`config.mk`:
```
export PLATFORM = sky130hd
export DESIGN_NAME = lif_neuron_array
export DESIGN_NICKNAME = d
export VERILOG_FILES = /design/src/rtl/lif_pkg.sv /design/src/rtl/lif_cell.sv /design/src/rtl/lif_neuron_array.sv
export SDC_FILE = /design/constraint.sdc
export NUM_CORES = 1
export LEC_CHECK = 0
export CAP_MARGIN = 20
export CORE_ASPECT_RATIO = 1.2
export CORE_UTILIZATION = 39
export DETAILED_ROUTE_END_ITERATION = 8
export GPL_TIMING_DRIVEN = 0
export PLACE_DENSITY = 0.63
export REMOVE_ABC_BUFFERS = 1
export SLEW_MARGIN = 15
export SYNTH_ARGS = -nofsm -noshare
export SYNTH_HDL_FRONTEND = slang
export SYNTH_SLANG_ARGS = --single-unit
```
`constraint.sdc`:
```
create_clock -name clk -period 5.8 [get_ports clk]
set_clock_uncertainty 0.1 [all_clocks]
set_input_delay 1.45 -clock clk [delete_from_list [all_inputs] [get_ports clk]]
set_output_delay 1.45 -clock clk [all_outputs]
set_load 0.01 [all_outputs]
```
`src/rtl/lif_pkg.sv`:
```
// Shared defaults for the LIF neuron array (channel count, data width, refractory length).
package lif_pkg;
  localparam int N_CH_DEF   = 4;
  localparam int W_DEF      = 8;
  localparam int REFRAC_DEF = 3;
  localparam int LEAK_W     = 3;
  localparam int MAX_CH     = 8;
  localparam int REF_W      = 4;
endpackage

```
`src/rtl/lif_cell.sv`:
```
// One leaky integrate-and-fire channel: shift leak, saturating integrate, threshold fire.
// Refractory hold is built only when LIF_REFRACTORY_EN is defined.
module lif_cell
  import lif_pkg::*;
#(
  parameter int W      = W_DEF,
  parameter int REFRAC = REFRAC_DEF
) (
  input  logic              clk,
  input  logic              rst_n,
  input  logic              ena_i,
  input  logic              spike_i,
  input  logic [W-1:0]      weight_i,
  input  logic [W-1:0]      threshold_i,
  input  logic [LEAK_W-1:0] leak_shift_i,
  output logic              spike_o,
  output logic [W-1:0]      mem_d_o
);

  logic [W-1:0] v_q, v_d;
  logic         spike_q, spike_d;
  logic [W-1:0] leak;
  logic [W:0]   sum;
  logic [W-1:0] v_sat;
  logic         fire;

  // v - leak never underflows, so one extra bit is enough to detect overflow.
  always_comb begin
    leak  = (leak_shift_i == '0) ? '0 : (v_q >> leak_shift_i);
    sum   = {1'b0, v_q} - {1'b0, leak} + (spike_i ? {1'b0, weight_i} : '0);
    v_sat = sum[W] ? '1 : sum[W-1:0];
    fire  = (threshold_i != '0) && (v_sat >= threshold_i);
  end

`ifdef LIF_REFRACTORY_EN
  logic [REF_W-1:0] ref_q, ref_d;

  always_comb begin
    v_d     = v_q;
    ref_d   = ref_q;
    spike_d = 1'b0;
    if (ena_i) begin
      if (ref_q != '0) begin
        v_d   = '0;
        ref_d = ref_q - 1'b1;
      end else if (fire) begin
        v_d     = '0;
        ref_d   = REF_W'(REFRAC);
        spike_d = 1'b1;
      end else begin
        v_d = v_sat;
      end
    end
  end

  always_ff @(posedge clk or negedge rst_n) begin
    if (!rst_n) ref_q <= '0;
    else        ref_q <= ref_d;
  end
`else
  always_comb begin
    v_d     = v_q;
    spike_d = 1'b0;
    if (ena_i) begin
      if (fire) begin
        v_d     = '0;
        spike_d = 1'b1;
      end else begin
        v_d = v_sat;
      end
    end
  end
`endif

  always_ff @(posedge clk or negedge rst_n) begin
    if (!rst_n) begin
      v_q     <= '0;
      spike_q <= 1'b0;
    end else begin
      v_q     <= v_d;
      spike_q <= spike_d;
    end
  end

  assign spike_o = spike_q;
  assign mem_d_o = v_d;

endmodule

```
`src/rtl/lif_neuron_array.sv`:
```
// Array of N_CH independent LIF channels with a registered membrane readout mux.
// Optional refractory period enabled by defining LIF_REFRACTORY_EN.
module lif_neuron_array
  import lif_pkg::*;
#(
  parameter int N_CH   = N_CH_DEF,
  parameter int W      = W_DEF,
  parameter int REFRAC = REFRAC_DEF
) (
  input  logic              clk,
  input  logic              rst_n,
  input  logic              ena,
  input  logic [N_CH-1:0]   spike_in,
  input  logic [W-1:0]      weight,
  input  logic [W-1:0]      threshold,
  input  logic [LEAK_W-1:0] leak_shift,
  input  logic [2:0]        mem_sel,
  output logic [N_CH-1:0]   spike_out,
  output logic [W-1:0]      mem_out
);

  // Padded to the full mem_sel range so out-of-range selects read as zero.
  logic [MAX_CH-1:0][W-1:0] mem_all;
  logic [W-1:0]             mem_out_q, mem_out_d;

  for (genvar i = 0; i < MAX_CH; i++) begin : g_ch
    if (i < N_CH) begin : g_cell
      lif_cell #(
        .W      (W),
        .REFRAC (REFRAC)
      ) u_cell (
        .clk          (clk),
        .rst_n        (rst_n),
        .ena_i        (ena),
        .spike_i      (spike_in[i]),
        .weight_i     (weight),
        .threshold_i  (threshold),
        .leak_shift_i (leak_shift),
        .spike_o      (spike_out[i]),
        .mem_d_o      (mem_all[i])
      );
    end else begin : g_pad
      assign mem_all[i] = '0;
    end
  end

  assign mem_out_d = mem_all[mem_sel];

  always_ff @(posedge clk or negedge rst_n) begin
    if (!rst_n) mem_out_q <= '0;
    else        mem_out_q <= mem_out_d;
  end

  assign mem_out = mem_out_q;

endmodule

```
==> results of run 1 <==
## cell usage after synthesis (12+ instances only)
| library cell | n | area, um2 |
|---|---|---|
| sky130_fd_sc_hd__a21oi_1 | 37 | 185 |
| sky130_fd_sc_hd__a22o_1 | 18 | 158 |
| sky130_fd_sc_hd__and2_1 | 24 | 150 |
| sky130_fd_sc_hd__clkbuf_1 | 14 | 52.6 |
| sky130_fd_sc_hd__dfrtp_1 | 44 | 1100 |
| sky130_fd_sc_hd__fa_1 | 32 | 641 |
| sky130_fd_sc_hd__ha_1 | 68 | 851 |
| sky130_fd_sc_hd__inv_1 | 90 | 338 |
| sky130_fd_sc_hd__nand2_1 | 85 | 319 |
| sky130_fd_sc_hd__nand3_1 | 18 | 90.1 |
| sky130_fd_sc_hd__nor2_1 | 39 | 146 |
| sky130_fd_sc_hd__o21ai_0 | 37 | 185 |
| sky130_fd_sc_hd__o22ai_1 | 12 | 75.1 |
| sky130_fd_sc_hd__xor2_1 | 17 | 149 |
## layer usage
metal / share of wire (%) / routed length [um] / vias to the layer above
met4: 7.8 / 1600 / 0
met3: 6.5 / 1350 / 96
li1: - / - / 2654
met2: 47 / 9720 / 293
met1: 38 / 7910 / 2847
met5: 0 / 0 / -
## metrics by stage
step,hold WS (ns),instances,worst slack [ns]
2_1_floorplan,0.368,683,-0.188
3_3_place_gp,0.394,898,-2.91
3_5_place_dp,0.393,899,-2.51
4_1_cts,0.431,942,-0.00475
5_1_grt,0.473,974,-0.229
6_report,0.436,974,-0.0913
## worst paths after layout
path                                                   startpoint                                      to  slack, ns
max in group asynchronous                                   rst_n  g_ch[1].g_cell.u_cell.v_q[5]$_DFF_PN0_       4.18
max reg2reg                g_ch[2].g_cell.u_cell.v_q[5]$_DFF_PN0_                    mem_out[2]$_DFF_PN0_       0.68
min reg2reg                g_ch[0].g_cell.u_cell.v_q[1]$_DFF_PN0_  g_ch[0].g_cell.u_cell.v_q[1]$_DFF_PN0_       0.44
min                        g_ch[0].g_cell.u_cell.v_q[1]$_DFF_PN0_  g_ch[0].g_cell.u_cell.v_q[1]$_DFF_PN0_       0.44
max                                                 leak_shift[1]                    mem_out[2]$_DFF_PN0_      -0.09
min in group asynchronous                                   rst_n  g_ch[0].g_cell.u_cell.v_q[5]$_DFF_PN0_       0.93
## layout make-up
class,count,area (um2)
sequential,44,1100
clock inverter,2,38.8
inverter,91,345
tap,175,219
timing repair buffer,106,1140
multi-input combinational,550,4920
fill,1230,6450
clock buffer,6,139
## cells by family after synthesis
logic type / Yosys count / share of synthesized area (%)
AOI/OAI and AO/OA: 185 / 22.0
xor gates and xnor gates: 21 / 3.21
adders and majority gates: 100 / 26.0
buffers and inverters: 115 / 7.81
DFF: 44 / 19.2
muxes: 13 / 2.97
other: 1 / 0.0654
and+or+nand+nor: 225 / 18.8
## state kept, by name, indices dropped and copies added, names as in the netlist
| name | count |
|---|---|
| g_ch.g_cell.u_cell.spike_o | 4 |
| g_ch.g_cell.u_cell.v_q | 32 |
| mem_out | 8 |
## worst max-delay path, stage by stage
cell and delay, ns:
sky130_fd_sc_hd__buf_16 0.11, sky130_fd_sc_hd__mux4_2 0.53, sky130_fd_sc_hd__nand2_2 0.10, sky130_fd_sc_hd__o21ai_2 0.06, sky130_fd_sc_hd__ha_1 0.26, sky130_fd_sc_hd__inv_1 0.06, sky130_fd_sc_hd__ha_2 0.17, sky130_fd_sc_hd__inv_2 0.04
sky130_fd_sc_hd__fa_2 0.41, sky130_fd_sc_hd__nor2b_4 0.15, sky130_fd_sc_hd__o2111ai_4 0.16, sky130_fd_sc_hd__a31oi_4 0.26, sky130_fd_sc_hd__or3_4 0.20, sky130_fd_sc_hd__and2_4 0.18, sky130_fd_sc_hd__nand2_1 0.11, sky130_fd_sc_hd__ha_4 0.30
sky130_fd_sc_hd__nand2_1 0.06, sky130_fd_sc_hd__o21ai_2 0.15, sky130_fd_sc_hd__a21oi_2 0.09, sky130_fd_sc_hd__o21ai_2 0.22, sky130_fd_sc_hd__a31oi_1 0.08, sky130_fd_sc_hd__a21o_1 0.21, sky130_fd_sc_hd__a22o_1 0.27, sky130_fd_sc_hd__a221o_1 0.31
## timing repair
item / in CTS / in global routing
resized for setup: 95 / 98
setup buffers: 31 / 27
pin swaps: 25 / 70
endpoints found under the setup margin: 44 / 24
gates cloned: 4 / 4
==> results, run 1 <==
- The flow ran to the end, but the final reports show violations.
- The final reports fail on negative setup slack.
- For this run, the leading register cell type out of synthesis is sky130_fd_sc_hd__dfrtp_1.
- Along the worst path, the maximum fanout reaches 5.
- The detailed-placement wirelength estimate is 13.8 mm.
- From bottom edge to top edge, the die measures 135 um.
- The post-route DRC violation count is 0.
- At the pin with the least slew margin, the transition time is 0.933 ns.
- In the layout the commonest cells are 85 x sky130_fd_sc_hd__inv_1, 78 x sky130_fd_sc_hd__nand2_1, 50 x sky130_fd_sc_hd__buf_4, 48 x sky130_fd_sc_hd__ha_1, 44 x sky130_fd_sc_hd__dfrtp_1.
- The mean post-synth cell area is 8.14 um2.
- The synthesized design contains 0 enable-type register cells.
- Setup repair after global routing could not meet its margin everywhere.
- Counting flops and latches in the post-synthesis netlist gives 44.
- TritonCTS built the clock tree.
- The worst hold path class is flop to flop.
- The most common cell after layout, fill and taps aside is sky130_fd_sc_hd__inv_1.
- 41 I/O pins were placed.
- The via count of the first global-routing pass is 5728.
- For this run, the top clock speed supported by timing is 0.170 GHz.
- The number of distinct library cells after synthesis is 64.
- In this run, the number of DRC markers left after iteration 0 of detailed routing was 476.
- The data arrival at the endpoint of the critical path is 5.96 ns.
- Of the cells placed in the final design, the portion with a size suffix greater than 1 is 25.2%.
- After clock tree synthesis, the clock-pin slew on the worst setup and hold paths is 0.07 ns.
- The initial antenna violation count is 0.
- The fraction of met3 tracks used by global routing is 2.51%.
- TritonCTS created 5 clock buffers.
- The number of antenna-violating nets in the routed design is 0.
- Summing the sequential cell areas from Yosys gives 19.2% of the chip area.
- For the finished layout, the period the worst path requires is 5.89 ns.
- Summed over all layers, the global routing overflow is 0.
- The summed instance area of the synthesized netlist is 0.00573 mm2.
- The post-route core utilization is 55.1%.
- Along the worst hold path, the cell count comes to 2.
- The number of cells on the worst reg-to-reg path is 23.
- The mean number of vias per cell is 6.05.
- The data required time at the worst endpoint is 5.87 ns.
- The cell sitting at the root of the clock tree is a sky130_fd_sc_hd__clkbuf_16.
- Compared with the post-synthesis result, the final layout area differs by 37.9%.
- The total length of routed wires is 20.6 mm.
- For this block, the via count after detailed routing is 5890.
- Of all flip-flops after synthesis, the portion carrying an async set or reset was 100%.
- The global routing stage identified its most utilized layer as met2.
- Clock latency on the worst-skew pair, taken at its later pin, is 0.29 ns.
- The final setup slack of the worst path is -0.0913 ns.
- After the last flow step, the layout net total stands at 927.
- The first-pass GRT wire length is 30.1 mm.
- The count of TritonRoute iterations in the first routing pass is 5.
- For this configuration, the core starts out at a cell density of 39.9%.
- After layout, the worst path uses 102% of the clock period.
- The count of final hold-check violations is 0.
- The count of clock tree sinks is 44.
- From left edge to right edge, the die measures 113 um.
- The category of the worst setup path capture point is a flop.
- Synthesis produced 704 cells.
- The critical path is of the input pin to flop type.
- The wire length per cell after detailed routing is 21.1 um.
- The Yosys step of the flow raised 0 warnings.
- Setup violations remaining at the end of the flow were counted as 2.
- The final total negative setup slack is -0.0982 ns.
- The number of buffers on the longest clock path is 2.
- The core region is 0.0144 mm2.
- The number of maximum-capacitance violations is 0.
- The placed instance area is 0.00626 mm2.
- The headroom to the max-slew limit is 37.4%.
- Entering global routing, the biggest net connects 35 pins.
- The launching element type of the critical path is an input pin.
- The global router's overall resource usage is 26.0%.
- The number of standard-cell rows in the floorplan is 48.
- The count of antenna diodes in the layout is 0.
- For this design, the CTS-stage hold fixing added 0 buffers.
- The area of the die is 0.0152 mm2.
- In this run the tool buffered the top-level ports with 40 buffer cells.
- The final count of pins violating max slew is 0.
- For this run, global-route usage on met1 was measured as 31.6%.
- The global placement routability congestion is 0.951.
- The H-tree was split into 2 levels.
- The met2 global-route usage is 44.2%.
- After routing the design area is 0.00790 mm2.
Power of run 1 is left out: the tool's default activity adds up to more than one toggle a clock period on the data nets, which glitch-free logic cannot reach.
==> inputs of run 2 (changes only) <==
--- a/config.mk
+++ b/config.mk
@@ -8,9 +8,11 @@
 export CAP_MARGIN = 20
 export CORE_ASPECT_RATIO = 1.2
 export CORE_UTILIZATION = 39
+export CTS_CLUSTER_DIAMETER = 50
 export DETAILED_ROUTE_END_ITERATION = 8
 export GPL_TIMING_DRIVEN = 0
 export PLACE_DENSITY = 0.63
+export RECOVER_POWER = 50
 export REMOVE_ABC_BUFFERS = 1
 export SLEW_MARGIN = 15
 export SYNTH_ARGS = -nofsm -noshare
==> run 2 against run 1 <==
The flow finishes with violations (max-capacitance violations, max-slew violations, negative setup slack). Design area shrank 0.22%. Maximum frequency is essentially flat. First-iteration DRC count grew 1.7%. Non-clock buffer count is the same. Utilization shrank 0.12 points. Sequential cell count is the same. Critical path type unchanged. Critical endpoint unchanged.
==> results, run 2 (same netlist as run 1, synthesis figures left out) <==
- The run finished, with violations left.
- The final reports fail on max-capacitance violations, max-slew violations, negative setup slack.
- The maximum number of pins on one net before global-route repair is 35.
- CTS saw 44 sinks.
- After detailed routing, the number of remaining DRC violations is 0.
- The clock passes through at most 2 buffers.
- The count of antenna diodes in the layout is 0.
- The signed area change from the synthesized netlist to the final layout is 37.6%.
- Detailed placement ended at an HPWL of 13.8 mm.
- Summing over every cut layer, the via total after detailed routing is 5885.
- The number of buffers created by CTS is 5.
- The fraction of met1 tracks used by global routing is 31.6%.
- The setup slack after placement is -2.51 ns.
- Data on the critical path arrives at its endpoint at 5.96 ns.
- The class of the most critical setup path is input pin to flop.
- The data required time at the worst endpoint is 5.87 ns.
- The transition time of the tightest slew-check pin is 1.99 ns.
- The flip-flop count of the largest register after layout is 32.
- The global placement routability congestion is 0.951.
- After the first detailed-routing iteration, the DRC count stood at 484.
- Leaving out fill and tap cells, the most frequent cell in the layout is sky130_fd_sc_hd__inv_1.
- Ranked by flip-flop count, first place goes to g_ch.g_cell.u_cell.v_q.
- The core outline area is 0.0144 mm2.
- The final count of pins violating max slew was 35.
- The clock latency on the worst-skew pair is 0.29 ns.
- In this run the remaining antenna-violating nets after routing total 0.
- After detailed routing, the average wire length per cell comes to 21.1 um.
- The total length of routed wires is 20.6 mm.
- CTS built an H-tree with a depth of 2.
- The busiest layer in global routing is met2.
- Using the TritonRoute via totals, the vias-per-cell ratio works out to 6.04.
- The initial antenna violation count is 0.
- Global routing used 44.2% of the available met2 tracks.
- The final setup slack of the worst path is -0.0953 ns.
- The multi-input combinational cell area is 0.00492 mm2.
- The total overflow left after global routing is 0.
- Across the run, the number of max-cap violations was 1.
- The clock root buffer is sky130_fd_sc_hd__clkbuf_16.
- The highest fanout seen on the critical path is 5.
- The first TritonRoute pass finished after 5 iterations.
- Subtracting the final worst setup slack from the clock period gives 5.90 ns.
- In the global route stage, met3 resource usage came out at 2.51%.
- The count of final hold-check violations is 0.
- The via count of the first global-routing pass came to 5728.
- Setup repair after global routing could not meet its margin everywhere.
- The initial utilization of the core area, before any placement, comes to 39.9%.
- The die is 113 um wide.
- The final setup violation count is 2.
- In the global route stage, overall resource usage came out at 26.0%.
- The share of the clock period used by the worst path after layout is 102%.
- The first-pass GRT wire length is 30.1 mm.
- Counting the fill cells in the layout gives 1232.
- Hold is met by 0.435 ns.
- The initialized floorplan defines 48 standard-cell rows.
- TritonCTS built the clock tree.
- Static timing analysis puts the maximum clock frequency at 0.170 GHz.
- The worst setup path is captured at a flop.
- In the layout the commonest cells are 85 x sky130_fd_sc_hd__inv_1, 78 x sky130_fd_sc_hd__nand2_1, 50 x sky130_fd_sc_hd__buf_4, 48 x sky130_fd_sc_hd__ha_1, 44 x sky130_fd_sc_hd__dfrtp_1.
- The headroom to the max-slew limit is -32.8%.
- From bottom edge to top edge, the die measures 135 um.
- In this run the tool buffered the top-level ports with 40 buffer cells.
- The area of the die is 0.0152 mm2.
- The total area of sequential cells is 0.00110 mm2.
- The I/O pin count is 41.
- The post-route netlist has 24.9% of its cells at a drive strength greater than 1.
- The path class of the tightest hold or removal check is flop to flop.
- The clock edge transition at the registers on the reported setup and hold paths is 0.07 ns.
- The number of nets at the end of the flow is 927.
- The launching element type of the critical path is an input pin.
==> run 2: through the flow <==
step,cell area (um2),TNS [ns],cells,util (%)
after CTS,7150,-0.00475,942,49.8
after global routing,7890,-1.05,974,54.9
after floorplan,5640,-0.392,683,-
after detailed placement,6260,-81.97,899,43.6
final,7890,-0.102,974,54.9
after global placement,6260,-106.48,898,43.6
==> run 2: path summary, 6_finish.rpt <==
path                                                           to  slack (ns)                                    from  cells past startpoint
max                                          mem_out[2]$_DFF_PN0_        -0.1                           leak_shift[1]                     24
min                        g_ch[0].g_cell.u_cell.v_q[1]$_DFF_PN0_        0.44  g_ch[0].g_cell.u_cell.v_q[1]$_DFF_PN0_                      2
max reg2reg                                  mem_out[2]$_DFF_PN0_        0.68  g_ch[2].g_cell.u_cell.v_q[5]$_DFF_PN0_                     23
min reg2reg                g_ch[0].g_cell.u_cell.v_q[1]$_DFF_PN0_        0.44  g_ch[0].g_cell.u_cell.v_q[1]$_DFF_PN0_                      2
max in group asynchronous  g_ch[1].g_cell.u_cell.v_q[5]$_DFF_PN0_        2.28                                   rst_n                      2
min in group asynchronous  g_ch[0].g_cell.u_cell.v_q[5]$_DFF_PN0_        1.05                                   rst_n                      1
==> run 2: cell type report <==
type,instances,area share [%]
flip-flops and latches,44,14.0
repair buffers,106,14.2
clock buffers,6,1.76
clock inverters,2,0.492
multi-input cells,550,62.4
well taps,175,2.78
inverters,91,4.38
==> run 2: worst max-delay path: stages <==
cell	delay (ns)
sky130_fd_sc_hd__buf_16	0.11
sky130_fd_sc_hd__mux4_2	0.53
sky130_fd_sc_hd__nand2_2	0.10
sky130_fd_sc_hd__o21ai_2	0.06
sky130_fd_sc_hd__ha_1	0.26
sky130_fd_sc_hd__inv_1	0.06
sky130_fd_sc_hd__ha_2	0.17
sky130_fd_sc_hd__inv_2	0.04
sky130_fd_sc_hd__fa_2	0.41
sky130_fd_sc_hd__nor2b_4	0.15
sky130_fd_sc_hd__o2111ai_4	0.16
sky130_fd_sc_hd__a31oi_4	0.26
sky130_fd_sc_hd__or3_4	0.20
sky130_fd_sc_hd__and2_4	0.18
sky130_fd_sc_hd__nand2_1	0.11
sky130_fd_sc_hd__ha_4	0.30
sky130_fd_sc_hd__nand2_1	0.06
sky130_fd_sc_hd__o21ai_2	0.15
sky130_fd_sc_hd__a21oi_2	0.09
sky130_fd_sc_hd__o21ai_2	0.22
sky130_fd_sc_hd__a31oi_1	0.08
sky130_fd_sc_hd__a21o_1	0.21
sky130_fd_sc_hd__a22o_1	0.28
sky130_fd_sc_hd__a221o_1	0.31
==> run 2: repair_timing <==
action | CTS | global route
gates cloned | 4 | 4
setup buffers | 31 | 27
resized for setup | 95 | 98
endpoints found under the setup margin | 44 | 24
pin swaps | 25 | 70
hold buffers | 0 | 0
==> run 2: per-layer routing <==
layer  wire (um)  vias to the layer above
li1            -                     2653
met1        7800                     2830
met2        9660                      296
met3        1440                      106
met4        1680                        0
met5           0                        -
Power of run 2 is left out for the same reason.
==> inputs of run 3 (changes only) <==
--- a/config.mk
+++ b/config.mk
@@ -7,11 +7,12 @@
 export LEC_CHECK = 0
 export CAP_MARGIN = 20
 export CORE_ASPECT_RATIO = 1.2
-export CORE_UTILIZATION = 39
+export CORE_UTILIZATION = 50
 export CTS_CLUSTER_DIAMETER = 50
+export CTS_CLUSTER_SIZE = 12
 export DETAILED_ROUTE_END_ITERATION = 8
 export GPL_TIMING_DRIVEN = 0
-export PLACE_DENSITY = 0.63
+export PLACE_DENSITY = 0.7
 export RECOVER_POWER = 50
 export REMOVE_ABC_BUFFERS = 1
 export SLEW_MARGIN = 15
==> run 3 against run 2 <==
The flow finishes with violations (negative setup slack). First-iteration DRC count up 19%. Maximum frequency fell by 1.3%. Non-clock buffer count decreased by 3. Via count increased by 1.8%. Critical path type unchanged. Routed wire length grew 1.8%. Utilization increased by 16 points. Sequential cell count is the same. Worst hold slack worse by 0.017 ns. Design area grew 0.40%.
==> results, run 3 (same netlist as run 1, synthesis figures left out) <==
- The worst setup path is launched from an input pin.
- The worst hold path belongs to the class flop to flop.
- After detailed routing, the number of vias per cell comes to 6.31.
- The count of final hold-check violations is 0.
- The die is 119 um tall.
- The class of the most critical setup path is input pin to flop.
- The final reports fail on negative setup slack.
- The maximum number of pins on one net before global-route repair is 34.
- Once the floorplan was initialized, standard cells occupied 51.7% of the core.
- The flow ran to the end, but the final reports show violations.
- The number of H-tree levels is 2.
- The detailed-placement wirelength estimate is 13.0 mm.
- The starting DRC count in detailed routing is 577.
- The wire length per cell after detailed routing is 22.1 um.
- In the global route stage, met1 resource usage came out at 42.1%.
- The core outline area is 0.0111 mm2.
- The final standard cell area without fillers is 0.00792 mm2.
- For this design, the slowest cell found on the critical path is sky130_fd_sc_hd__fa_2.
- The largest stage delay on the critical path is 0.55 ns.
- The die is 99.7 um wide.
- The global router's overall resource usage is 32.8%.
- In the finished design, the share of the clock period the worst path needs comes to 103%.
- In this run the clock root is driven by a sky130_fd_sc_hd__clkbuf_16.
- The most common cell after layout, fill and taps aside is sky130_fd_sc_hd__inv_1.
- Of the cells placed in the final design, the portion with a size suffix greater than 1 is 27.1%.
- At the later pin of the worst-skew pair, clock insertion delay measures 0.30 ns.
- For this run, design rule violations remaining after detail routing come to 0.
- The number of antenna-violating nets in the routed design is 0.
- The count of clock tree sinks is 44.
- The total length of routed wires is 21.0 mm.
- The total via count after detailed routing is 5993.
- The combined buffer and inverter count along the critical path is 2.
- More flip-flops sit in one register than any other, and that register is g_ch.g_cell.u_cell.v_q.
- For the worst setup path, the data arrival time is 6.09 ns.
- For the pin with the worst max-slew slack, the measured transition is 1.32 ns.
- The clock edge transition at the registers on the reported setup and hold paths is 0.07 ns.
- The worst setup path is captured at a flop.
- The critical path goes through buf_16, mux2i_1, o21ai_2, mux2_2, fa_2, fa_2, nand2b_4, a21oi_2, o311a_1, buf_4, o21ai_4, nand3_4, ha_4, a21o_1, a211oi_2, nand2_2, o21ai_4, a31o_4, a22o_1, a221o_1.
- The clock period minus worst slack is 5.97 ns.
- Setup repair after global routing could not meet its margin everywhere.
- The final layout contains 924 nets.
- The headroom to the max-slew limit is 12.0%.
- The first global-routing pass estimated 29.6 mm of wire.
- The via count of the first global-routing pass came to 5597.
- The highest clock frequency the design can meet is 0.167 GHz.
- In the layout the commonest cells are 85 x sky130_fd_sc_hd__inv_1, 77 x sky130_fd_sc_hd__nand2_1, 52 x sky130_fd_sc_hd__buf_4, 45 x sky130_fd_sc_hd__ha_1, 44 x sky130_fd_sc_hd__dfrtp_1.
- Row generation in the floorplan step produced 42 rows.
- The tool flagged a number of max-cap violations equal to 0.
- The die covers 0.0119 mm2.
- The final count of pins violating max slew was 0.
- After global routing, the most crowded layer is met2.
- The met2 global-route usage is 52.2%.
- The count of antenna diodes in the layout is 0.
- The register with the most flip-flops in the layout has 32 of them.
- Cells fill 71.4% of the core in the end.
- Setup violations remaining at the end of the flow were counted as 7.
- Once routing completed, OpenROAD measured the worst setup slack at -0.172 ns.
- In this run the worst path has a maximum fanout of 8.
- The first TritonRoute pass finished after 5 iterations.
- The fraction of met3 tracks used by global routing is 4.17%.
- The global placement routability congestion is 0.922.
- The placed instances occupy a cell area of 0.00624 mm2.
- The number of buffers on the longest clock path is 2.
- Pin placement for this block handled 41 I/O pins.
- The signed area change from the synthesized netlist to the final layout is 38.1%.
- Across the whole layout, storage elements account for 0.00110 mm2.
- The number of fill cells in the layout is 812.
- On the critical path the largest part of the delay comes from compound AO/OA/AOI/OAI gates.
- The data required time at the worst endpoint is 5.92 ns.
- The count of buffers added on input and output ports is 40.
- The number of buffers created by CTS is 5.
- TritonCTS built the clock tree.
- The multi-input combinational cells in the finished layout cover a total of 0.00507 mm2.
- The initial antenna violation count is 0.
- The aggregate global routing overflow is 0.
-- run 3: stage by stage --
step | setup WS, ns | hold slack [ns] | setup TNS, ns | instances
6_report | -0.172 | 0.419 | -0.621 | 950
5_1_grt | -0.251 | 0.457 | -1.49 | 950
4_1_cts | -0.00836 | 0.420 | -0.00836 | 917
3_5_place_dp | -2.40 | 0.402 | -75.06 | 878
3_3_place_gp | -2.87 | 0.395 | -98.51 | 877
2_1_floorplan | -0.188 | 0.368 | -0.392 | 683
-- run 3: final timing paths --
check | startpoint | end | slack, ns | cells after the start
worst max-delay path | leak_shift[0] | mem_out[2]$_DFF_PN0_ | -0.17 | 20
min in group asynchronous | rst_n | g_ch[1].g_cell.u_cell.spike_o$_DFF_PN0_ | 1.33 | 1
max in group asynchronous | rst_n | g_ch[0].g_cell.u_cell.v_q[4]$_DFF_PN0_ | 2.46 | 2
worst max register to register | g_ch[0].g_cell.u_cell.v_q[5]$_DFF_PN0_ | mem_out[2]$_DFF_PN0_ | 0.64 | 19
worst min register to register | g_ch[0].g_cell.u_cell.v_q[1]$_DFF_PN0_ | g_ch[0].g_cell.u_cell.v_q[1]$_DFF_PN0_ | 0.42 | 2
worst min-delay path | g_ch[0].g_cell.u_cell.v_q[1]$_DFF_PN0_ | g_ch[0].g_cell.u_cell.v_q[1]$_DFF_PN0_ | 0.42 | 2
-- run 3: area by class of cell --
type	count	area share (%)
well taps	154	2.43
clock inverters	3	0.585
inverters	91	4.36
clock buffers	5	1.58
flip-flops and latches	44	13.9
repair buffers	103	13.0
multi-input cells	550	64.1
-- run 3: what timing repair did --
item	CTS	global route
pin swaps	35	76
hold buffers	0	0
endpoints found under the setup margin	44	21
gates cloned	4	3
resized for setup	103	106
buffers inserted	28	29
-- run 3: tightest hold or removal path, delay by kind of cell, from the launching register on --
kind,cells,cell delay (ns)
DFF,1,0.35
and+or+nand+nor,2,0.13
-- run 3: per-layer routing --
| layer | vias to the layer above | wire, um |
|---|---|---|
| li1 | 2640 | - |
| met1 | 2892 | 7790 |
| met2 | 364 | 9830 |
| met3 | 97 | 1740 |
| met4 | 0 | 1600 |
| met5 | - | 0 |
Power of run 3 is left out for the same reason.
